<file path="src/rtl/decoder_sweep_n.sv">
// Registered N-to-2^N one-hot decoder with a direct mode and a self-timed sweep mode.
// Define DECODER_ACTIVE_LOW_EN to drive y as active-low strobes (inactive value all ones).
module decoder_sweep_n #(
    parameter int N    = 3,
    parameter int HOLD = 1
) (
    input  logic                clk,
    input  logic                rst,
    input  logic                en,
    input  logic                mode,
    input  logic                in_valid,
    output logic                in_ready,
    input  logic [N-1:0]        a,
    output logic [(1<<N)-1:0]   y,
    output logic [N-1:0]        idx,
    output logic                y_valid,
    output logic                sweep_done
);
    localparam int W = 1 << N;
    localparam logic [7:0]   HOLD_LAST = 8'(HOLD - 1);
    localparam logic [N-1:0] STEP_LAST = {N{1'b1}};

    typedef enum logic [1:0] {IDLE, SWEEP, DONE} state_t;

    state_t         state_q, state_d;
    logic [W-1:0]   y_q, y_d;
    logic [N-1:0]   idx_q, idx_d;
    logic [N-1:0]   step_q, step_d;
    logic [7:0]     cnt_q, cnt_d;
    logic           y_valid_q, y_valid_d;
    logic           sweep_done_q, sweep_done_d;
    logic           accept;

    assign in_ready = en & ~rst & (state_q == IDLE);
    assign accept   = in_valid & in_ready;

    always_comb begin
        state_d      = state_q;
        y_d          = y_q;
        idx_d        = idx_q;
        step_d       = step_q;
        cnt_d        = cnt_q;
        y_valid_d    = y_valid_q;
        sweep_done_d = sweep_done_q;
        // With en low nothing moves, so pending pulses survive until en returns.
        if (en) begin
            y_valid_d    = 1'b0;
            sweep_done_d = 1'b0;
            case (state_q)
                IDLE: begin
                    if (accept) begin
                        y_d   = W'(1) << a;
                        idx_d = a;
                        if (mode) begin
                            state_d = SWEEP;
                            cnt_d   = 8'd0;
                            step_d  = '0;
                        end else begin
                            y_valid_d = 1'b1;
                        end
                    end
                end
                SWEEP: begin
                    if (cnt_q == HOLD_LAST) begin
                        cnt_d = 8'd0;
                        if (step_q == STEP_LAST) begin
                            state_d      = DONE;
                            y_d          = '0;
                            sweep_done_d = 1'b1;
                        end else begin
                            idx_d  = idx_q + N'(1);
                            step_d = step_q + N'(1);
                            y_d    = W'(1) << (idx_q + N'(1));
                        end
                    end else begin
                        cnt_d = cnt_q + 8'd1;
                    end
                end
                DONE:    state_d = IDLE;
                default: state_d = IDLE;
            endcase
        end
    end

    always_ff @(posedge clk or posedge rst) begin
        if (rst) begin
            state_q      <= IDLE;
            y_q          <= '0;
            idx_q        <= '0;
            step_q       <= '0;
            cnt_q        <= 8'd0;
            y_valid_q    <= 1'b0;
            sweep_done_q <= 1'b0;
        end else begin
            state_q      <= state_d;
            y_q          <= y_d;
            idx_q        <= idx_d;
            step_q       <= step_d;
            cnt_q        <= cnt_d;
            y_valid_q    <= y_valid_d;
            sweep_done_q <= sweep_done_d;
        end
    end

`ifdef DECODER_ACTIVE_LOW_EN
    assign y = ~(y_q & {W{en}});
`else
    assign y = y_q & {W{en}};
`endif
    assign idx        = idx_q;
    assign y_valid    = y_valid_q & en;
    assign sweep_done = sweep_done_q & en;

endmodule

</file>
<file path="config.mk">
export PLATFORM = sky130hd
export DESIGN_NAME = decoder_sweep_n
export DESIGN_NICKNAME = d
export VERILOG_FILES = /design/src/rtl/decoder_sweep_n.sv
export SDC_FILE = /design/constraint.sdc
export NUM_CORES = 1
export LEC_CHECK = 0
export CAP_MARGIN = 20
export CORE_ASPECT_RATIO = 0.7
export CORE_UTILIZATION = 60
export CTS_BUF_LIST = sky130_fd_sc_hd__clkbuf_4 sky130_fd_sc_hd__clkbuf_8
export DETAILED_ROUTE_END_ITERATION = 8
export MAX_ROUTING_LAYER = met4
export PLACE_DENSITY = 0.9
export SLEW_MARGIN = 40
export SYNTH_ARGS = -nofsm -noshare
export SYNTH_HDL_FRONTEND = slang
export SYNTH_SLANG_ARGS = --single-unit
</file>
<file path="constraint.sdc">
create_clock -name clk -period 2.85 [get_ports clk]
set_input_delay 0.285 -clock clk [delete_from_list [all_inputs] [get_ports clk]]
set_output_delay 0.285 -clock clk [all_outputs]
set_load 0.02 [all_outputs]
</file>
==> metrics.yaml, run 1 <==
syn_inst: 164
fmax_ghz: 0.466
die_y_um: 45.4
gp_congestion: 0.934
skew_ps: 3.57
fillers: 178
syn-num-nets: 181
rsz0062_at_grt: "false"
grt_overflow: 0
yosys.area.top_type_share_pct: 40.2
drt_iter0_drc: 159
grt_use_met1_pct: 43.2
grt_pass1_wl_mm: 6.22
insertion_delay_ps: 270
clkTransAtPathRegs_ps: 90
critPathArrivalTime_ps: 1860
max_slew.worst_pin.slew_ps: 628
fin_crit_sh_pct: 75.3
floorplan.initialDensity_pct: 64.3
place_inst: 213
post_drt_wl_per_cell_um: 17.6
routed_via_density: 6.21
maxCapViolations: 0
cts_hold_buf: 0
multi_input_area_um2: 892
final_nets: 201
synth_cell_type_count: 41
drive_gt1_share_pct: 8.74
p_leak_uw: 0.000860
clockBufferDepth: 2
powerDensity_nw_per_um2: 788
postCtsSetupBuffers: 0
die_w_um: 64.0
vias: 1348
max_slew_margin_pct: 58.1
postSynthAreaPerCell_um2: 9.86
slew_violations: 0
coreArea_um2: 2510
hpwl_mm: 2.84
cts.sinks: 26
hold_class: "in -> async"
synthTopCellsByArea: "dfrtp_1 (40%), ha_1 (7.0%), and2_1 (3.9%)"
grt-busiest-layer: "met1"
yosysMostFrequentCell: "dfrtp_1"
synth-edff-count: 0
final-seq-area_um2: 651
synth_seq_cells: 26
start_kind: "register"
drc: 0
crit_fanout: 7
gr-usage-met3_pct: 7.50
wl_mm: 3.83
synth.yosys.warnings: 0
grt_max_degree: 27
tritoncts: "done"
die_area_um2: 2910
finalSetupViolCount: 0
grtUsageTotal_pct: 30.4
crit_required_ps: 2570
htreeDepth: 1
cts_buffers: 3
io_buffers: 21
synth_top_area_cell: "dfrtp_1"
cp-end-kind: "primary output"
fin_cells: 217
cts-resized-gates: 0
rows: 15
hold_violations: 0
area_growth_pct: 17.5
ios: 22
synthTopCellsByCount: "dfrtp_1 (26), inv_1 (11), and2_1 (10), nand2_1 (10)"
diodes: 0
cts-root-buf: "clkbuf_8"
grt_pass1_vias: 1251
async_flop_share_pct: 100
ys_seq_area_share_pct: 40.2
crit_type: "reg -> out"
finalSetupTns_ps: 0
met2_usage_pct: 43.0
status: "finished clean"
period_minus_slack_ps: 2150
dr.pass1.iters: 4
antenna_found_initial: 0
yosys_most_used_dff: "dfrtp_1"
peakVddDrop_uv: 616
ant_nets: 0
synth.cell_area_um2: 1620
-- area by class of cell --
cell class / instances / area share, %
flip-flops and latches: 26 / 34.3
multi-input cells: 120 / 47.0
inverters: 11 / 2.17
repair buffers: 22 / 11.5
clock buffers: 4 / 2.90
well taps: 34 / 2.24
-- flip-flops by register name, indices dropped and copies added (netlist names) --
register / count
y_valid_q: 1
sweep_done_q: 1
step_q: 3
state_q: 2
y_q: 8
idx: 3
cnt_q: 8
-- per-layer routing --
metal | part of all wire, % | up-vias
li1 | - | 642
met1 | 46 | 646
met2 | 45 | 53
met3 | 7.1 | 7
met4 | 1.3 | 0
met5 | 0 | -
-- per-stage QoR --
step	setup WS, ps	hold WS, ps	utilization (%)	total power, µW	cell area, µm²
2_1_floorplan	1130	325	-	1040	1620
3_3_place_gp	753	462	73.3	1210	1840
3_5_place_dp	747	474	73.3	1250	1840
4_1_cts	691	477	75.5	1490	1900
5_1_grt	543	515	75.5	1590	1900
6_report	704	476	75.5	1500	1900
-- logic make-up (layout without fill, tap and decap cells) --
group | Yosys count | after routing | synth area share [%]
AND/OR/NAND/NOR | 57 | 57 | 21.5
adder cells (fa/ha/maj) | 9 | 9 | 6.97
XOR/XNOR | 1 | 1 | 0.542
flip-flops | 26 | 26 | 40.2
buffers and inverters | 18 | 37 | 4.57
multiplexers | 9 | 9 | 6.27
AO/OA/AOI/OAI | 44 | 44 | 19.9
-- worst paths after layout --
| path | slack, ps | cells after the start | startpoint | to |
|---|---|---|---|---|
| max in group asynchronous | 2010 | 2 | rst | y_q[7]$_DFFE_PP0P_ |
| min in group clk | 490 | 1 | y_q[7]$_DFFE_PP0P_ | y_q[7]$_DFFE_PP0P_ |
| worst max-delay path | 700 | 3 | state_q[1]$_DFFE_PP0P_ | in_ready |
| worst min-delay path | 480 | 2 | rst | cnt_q[1]$_DFFE_PP0P_ |
| worst min register to register | 490 | 1 | y_q[7]$_DFFE_PP0P_ | y_q[7]$_DFFE_PP0P_ |
| worst max register to register | 770 | 4 | state_q[0]$_DFFE_PP0P_ | cnt_q[6]$_DFFE_PP0P_ |
-- report_power, final --
part | leakage [µW] | internal [µW] | switching, µW | total, µW
clock | 0.0000288 | 124 | 113 | 237
sequential | 0.000330 | 487 | 135 | 622
combinational | 0.000501 | 310 | 327 | 637
total | 0.000860 | 921 | 575 | 1500
-- cell usage in the layout (no fill, tap or decap), drive strengths merged, types with 4 or more instances in the layout --
cell	instances
nand2	10
clkdlybuf4s50	21
and2	10
mux2	9
inv	11
nor3	6
nor2	7
clkbuf	4
nand2b	4
dfrtp	26
o21ai	9
a31oi	8
nand3	8
ha	9
-- critical path: stages (launching register included) --
cell and delay [ps]:
dfrtp_1 460, nand2b_1 290, nor3_1 200, clkdlybuf4s50_1 640
Power figures use the tool's default switching activity.
==> inputs of run 2 (changes only) <==
- CORE_UTILIZATION: 60 -> 56
- PLACE_DENSITY: 0.9 -> 0.85
- clock period: 2.85 -> 2.25 ns (I/O delays scaled with it)
==> metrics.yaml, run 2 (synthesized netlist as in run 1, its figures left out) <==
dr.pass1.iters: 4
clkTransAtPathRegs_ps: 90
cts-resized-gates: 0
antenna_found_initial: 0
fin_cells: 222
grt_pass1_wl_mm: 6.13
fmax_ghz: 0.491
post_drt_wl_per_cell_um: 17.2
dp_slack_ps: 253
layout_setup_ws_ps: 213
dpl_cell_area_um2: 1880
grt_pass1_vias: 1315
die_y_um: 47.0
finalSetupTns_ps: 0
switching_share_pct: 38.3
slew_violations: 0
max_slew_margin_pct: 56.9
ant_nets: 0
final_cell_mix: "dfrtp_1 (26), clkdlybuf4s50_1 (21), inv_1 (11)"
finalSetupViolCount: 0
grtUsageTotal_pct: 28.1
fin_crit_sh_pct: 90.5
die_area_um2: 3110
maxCapViolations: 0
tritoncts: "done"
grt_max_degree: 27
start_kind: "input pin"
p_leak_uw: 0.000885
rsz0062_at_grt: "false"
drc: 0
cts_hold_buf: 0
hold_violations: 0
powerDensity_nw_per_um2: 991
coreArea_um2: 2590
crit_fanout: 7
crit_required_ps: 2030
io_buffers: 21
final_common_cell: "dfrtp_1"
diodes: 0
final-seq-area_um2: 651
reg_top3: "cnt_q: 8 flops, y_q: 8 flops"
critPathArrivalTime_ps: 1810
final_util_pct: 74.8
final_nets: 206
cp-end-kind: "primary output"
period_minus_slack_ps: 2040
drt_iter0_drc: 154
wl_mm: 3.82
rows: 15
power.net_switching_uw: 734
vias: 1390
fillers: 179
multi_input_area_um2: 892
skew_ps: 7.49
clockBufferDepth: 2
share_seq_of_total_power_pct: 40.3
grt_overflow: 0
htreeDepth: 1
insertion_delay_ps: 270
cts.sinks: 26
hold_class: "in -> async"
routed_via_density: 6.26
floorplan.initialDensity_pct: 62.4
area_growth_pct: 19.8
place_inst: 218
drive_gt1_share_pct: 10.6
postCtsSetupBuffers: 0
ios: 22
peakVddDrop_uv: 689
crit_type: "in -> out"
die_w_um: 66.2
hpwl_mm: 2.85
max_slew.worst_pin.slew_ps: 642
combinationalPowerShare_pct: 44.0
pwr-share-clk_pct: 15.6
cts-root-buf: "clkbuf_8"
gp_congestion: 0.960
status: "finished clean"
fin_area_um2: 1940
cts_buffers: 3
intPower_uw: 1180
[run 2: cell types whose count changed in the layout (fill, tap and decap cells not counted)]
| cell | previous run | this run |
|---|---|---|
| buf_4 | 1 | 6 |
| inv_2 | 1 | 0 |
| inv_1 | 10 | 11 |
[run 2: routing by layer]
layer	global-route usage, %	up-vias	share of wire, %
met5	-	-	0
met4	4.68	0	0.76
met3	6.55	6	7.2
met2	46.5	64	47
met1	36.3	670	45
li1	-	650	-
[run 2: area by class of cell]
cell class	instances	share of cell area, %
Clock buffer	4	2.84
Inverter	11	2.13
Multi-Input combinational cell	120	46.1
Sequential cell	26	33.6
Tap cell	34	2.20
Timing Repair Buffer	27	13.2
[run 2: critical path, stage by stage]
cell and delay (ps):
clkdlybuf4s50_1 600, inv_1 150, nor2_1 200, clkdlybuf4s50_1 640
[run 2: worst paths after layout]
kind,start,end,slack [ps],cells after the start
min in group clk,step_q[2]$_DFFE_PP0P_,step_q[2]$_DFFE_PP0P_,500,1
max reg2reg,cnt_q[0]$_DFFE_PP0P_,y_q[6]$_DFFE_PP0P_,270,6
min,rst,state_q[1]$_DFFE_PP0P_,400,3
max,en,sweep_done,210,4
max in group asynchronous,rst,y_q[2]$_DFFE_PP0P_,1600,3
min reg2reg,step_q[2]$_DFFE_PP0P_,step_q[2]$_DFFE_PP0P_,500,1
[run 2: power by group through the flow]
stage	Clock (µW)	Sequential (µW)	Combinational, µW
2_1_floorplan	0	748	564
3_3_place_gp	0	765	786
3_5_place_dp	0	780	832
4_1_cts	313	770	842
5_1_grt	325	795	920
6_report	300	774	845
[run 2: through the flow]
step	total power (µW)	hold slack (ps)
floorplan	1310	265
global placement	1550	463
detailed placement	1610	477
CTS	1920	404
global route	2040	464
finish	1920	395
==> inputs of run 3 (changes only) <==
- CTS_CLUSTER_DIAMETER: not set -> 100
- SKIP_CTS_REPAIR_TIMING: not set -> 1
==> results of run 3 <==
Same layout as run 2: the final DEF is identical, and so are final timing and power.
==> patch, RTL diff (config.mk and constraints of run 1) <==
The parameter `HOLD` goes from 1 to 0.
--- a/src/rtl/decoder_sweep_n.sv
+++ b/src/rtl/decoder_sweep_n.sv
@@ -3,5 +3,5 @@
 module decoder_sweep_n #(
     parameter int N    = 3,
-    parameter int HOLD = 1
+    parameter int HOLD = 0
 ) (
     input  logic                clk,
Behaviour: not the same (a bounded check fails within 4 cycles, from zero or initial values and one cycle with rst high).
==> patch against run 1 <==
Sequential share of layout area rose by 0.36 points; sequential cell count did not move; worst setup slack got worse by 2.5 ps; synthesized area fell by 2.6%; combinational power rose by 2%; total power fell by 0.65%; critical path depth rose by 2; non-clock buffer count rose by 1; design area fell by 1.1%; maximum frequency fell by 0.12%; routed wire length fell by 11%; core utilization rose by 0.34 points; largest cell class unchanged.
==> patch: results (changes against run 1) <==
Status: finished, final reports clean
Port buffer count: 21 (unchanged)
Number of global-route vias before repair: 1178 (-5.8%)
Final Wtd Congestion: 0.834 (-11%)
Setup Buffers After CTS: 0 (unchanged)
Layout Nets: 196 (-2.5%)
Antenna cell count: 0 (unchanged)
First-pass GRT wire length: 5520 um (-11%)
WHS: 459 ps (-17.1 ps)
Clk buf depth: 2 (unchanged)
GRT Total Usage: 27.2% (-3.2 points)
Worst path arrival time: 1860 ps (about the same)
Clk cell area share: 2.93% (+0.031 points)
Layout cells sized above 1: 12.8% (+4.1 points)
Internal reg-to-reg setup slack: 910 ps (+140 ps)
Most frequent cells after synthesis: dfrtp_1, nor2_1, and2_1, nand2_1, inv_1
Leakage: 0.839 nW (-2.4%)
Multi-In Gates: 116 (-3.3%)
Top cells by area, synth: dfrtp_1, mux2_2, ha_1
Inverters: 10 (-1)
WL per Instance: 16.0 um (-9.1%)
First DRT Iteration DRCs: 108 (-32%)
Clk_lat worst skew: 270 ps (about the same)
Vias per inst: 5.84 (-6.0%)
Total CTS buffers: 3 (unchanged)
Seq cells: 26 (unchanged)
Post-synth ARST share: 100% (unchanged)
Clk root buf: clkbuf_8
Slowest stage delay, CP: 630 ps
CTS HTree Levels: 1 (unchanged)
Worst slew pin tran: 543 ps (-85.5 ps)
Worst-path maximum fanout: 17 (+10)
VDD IR max: 0.573 mV (-7.1%)
R2r worst-path depth: 6 (+2)
Syn_nets: 172 (-5.0%)
Final Hold Fails: 0 (unchanged)
Clock buffers: 4 (unchanged)
Seq/Total Area, Yosys: 41.3% (+1.1 points)
DP HPWL: 2540 um (-11%)
Worst Skew: 5.44 ps (+1.87 ps)
Non-Clock Buffer Count: 23 (+4.5%)
Fraction of area in non-clock buffers: 12.0% (+0.52 points)
Layout fillers: 168 (-5.6%)
Synth cell types: 45 (+9.8%)
Multi-input combinational area share: 46.2% (-0.76 points)
## patch: cell count changes in the layout (fill, tap and decap cells not counted), moves of 4 or more
cell	change
o21ai_0	-4
mux2_2	+4
a31oi_1	-6
mux2i_1	+4
nor2_1	+7
nand3_1	-7
## patch: cells by family (layout without fill, tap and decap cells)
family / after synthesis / count (layout) / synth area share [%]
xor+xnor: 3 / 3 / 1.67
flops: 26 / 26 / 41.3
compound gates: 35 / 35 / 17.4
buf+inv: 14 / 37 / 3.50
fa+ha+maj: 8 / 8 / 6.36
simple gates: 56 / 56 / 20.0
mux: 14 / 14 / 9.70
## patch: metal layers
metal / GRT usage, % / part of all wire [%]
met3: 5.05 / 5.8
met2: 44.3 / 46
met1: 34.4 / 46
met4: 10.9 / 2.7
met5: - / 0
## patch: path summary, 6_finish.rpt
kind | startpoint | end
max in group asynchronous | rst | y_q[3]
max | en | in_ready
min in group clk | y_q[6] | y_q[6]
min | rst | cnt_q[6]
min reg2reg | y_q[6] | y_q[6]
max reg2reg | step_q[0] | step_q[0]
## patch: power by group
group / leakage (nW) / switching [W] / total, W / internal [W]
Combinational: 0.473 / 0.000334 / 0.000647 / 0.000313
Clock: 0.0288 / 0.000118 / 0.000241 / 0.000124
Sequential: 0.338 / 0.000113 / 0.000598 / 0.000485
Total: 0.839 / 0.000565 / 0.00149 / 0.000921
## patch: metrics by stage
stage	area [sq um]	worst slack, ps	instances	total power [W]
3_3_place_gp	1820	745	209	0.00120
2_1_floorplan	1570	1160	156	0.00102
5_1_grt	1880	614	213	0.00158
6_report	1880	701	213	0.00149
3_5_place_dp	1820	677	209	0.00124
4_1_cts	1880	693	213	0.00148
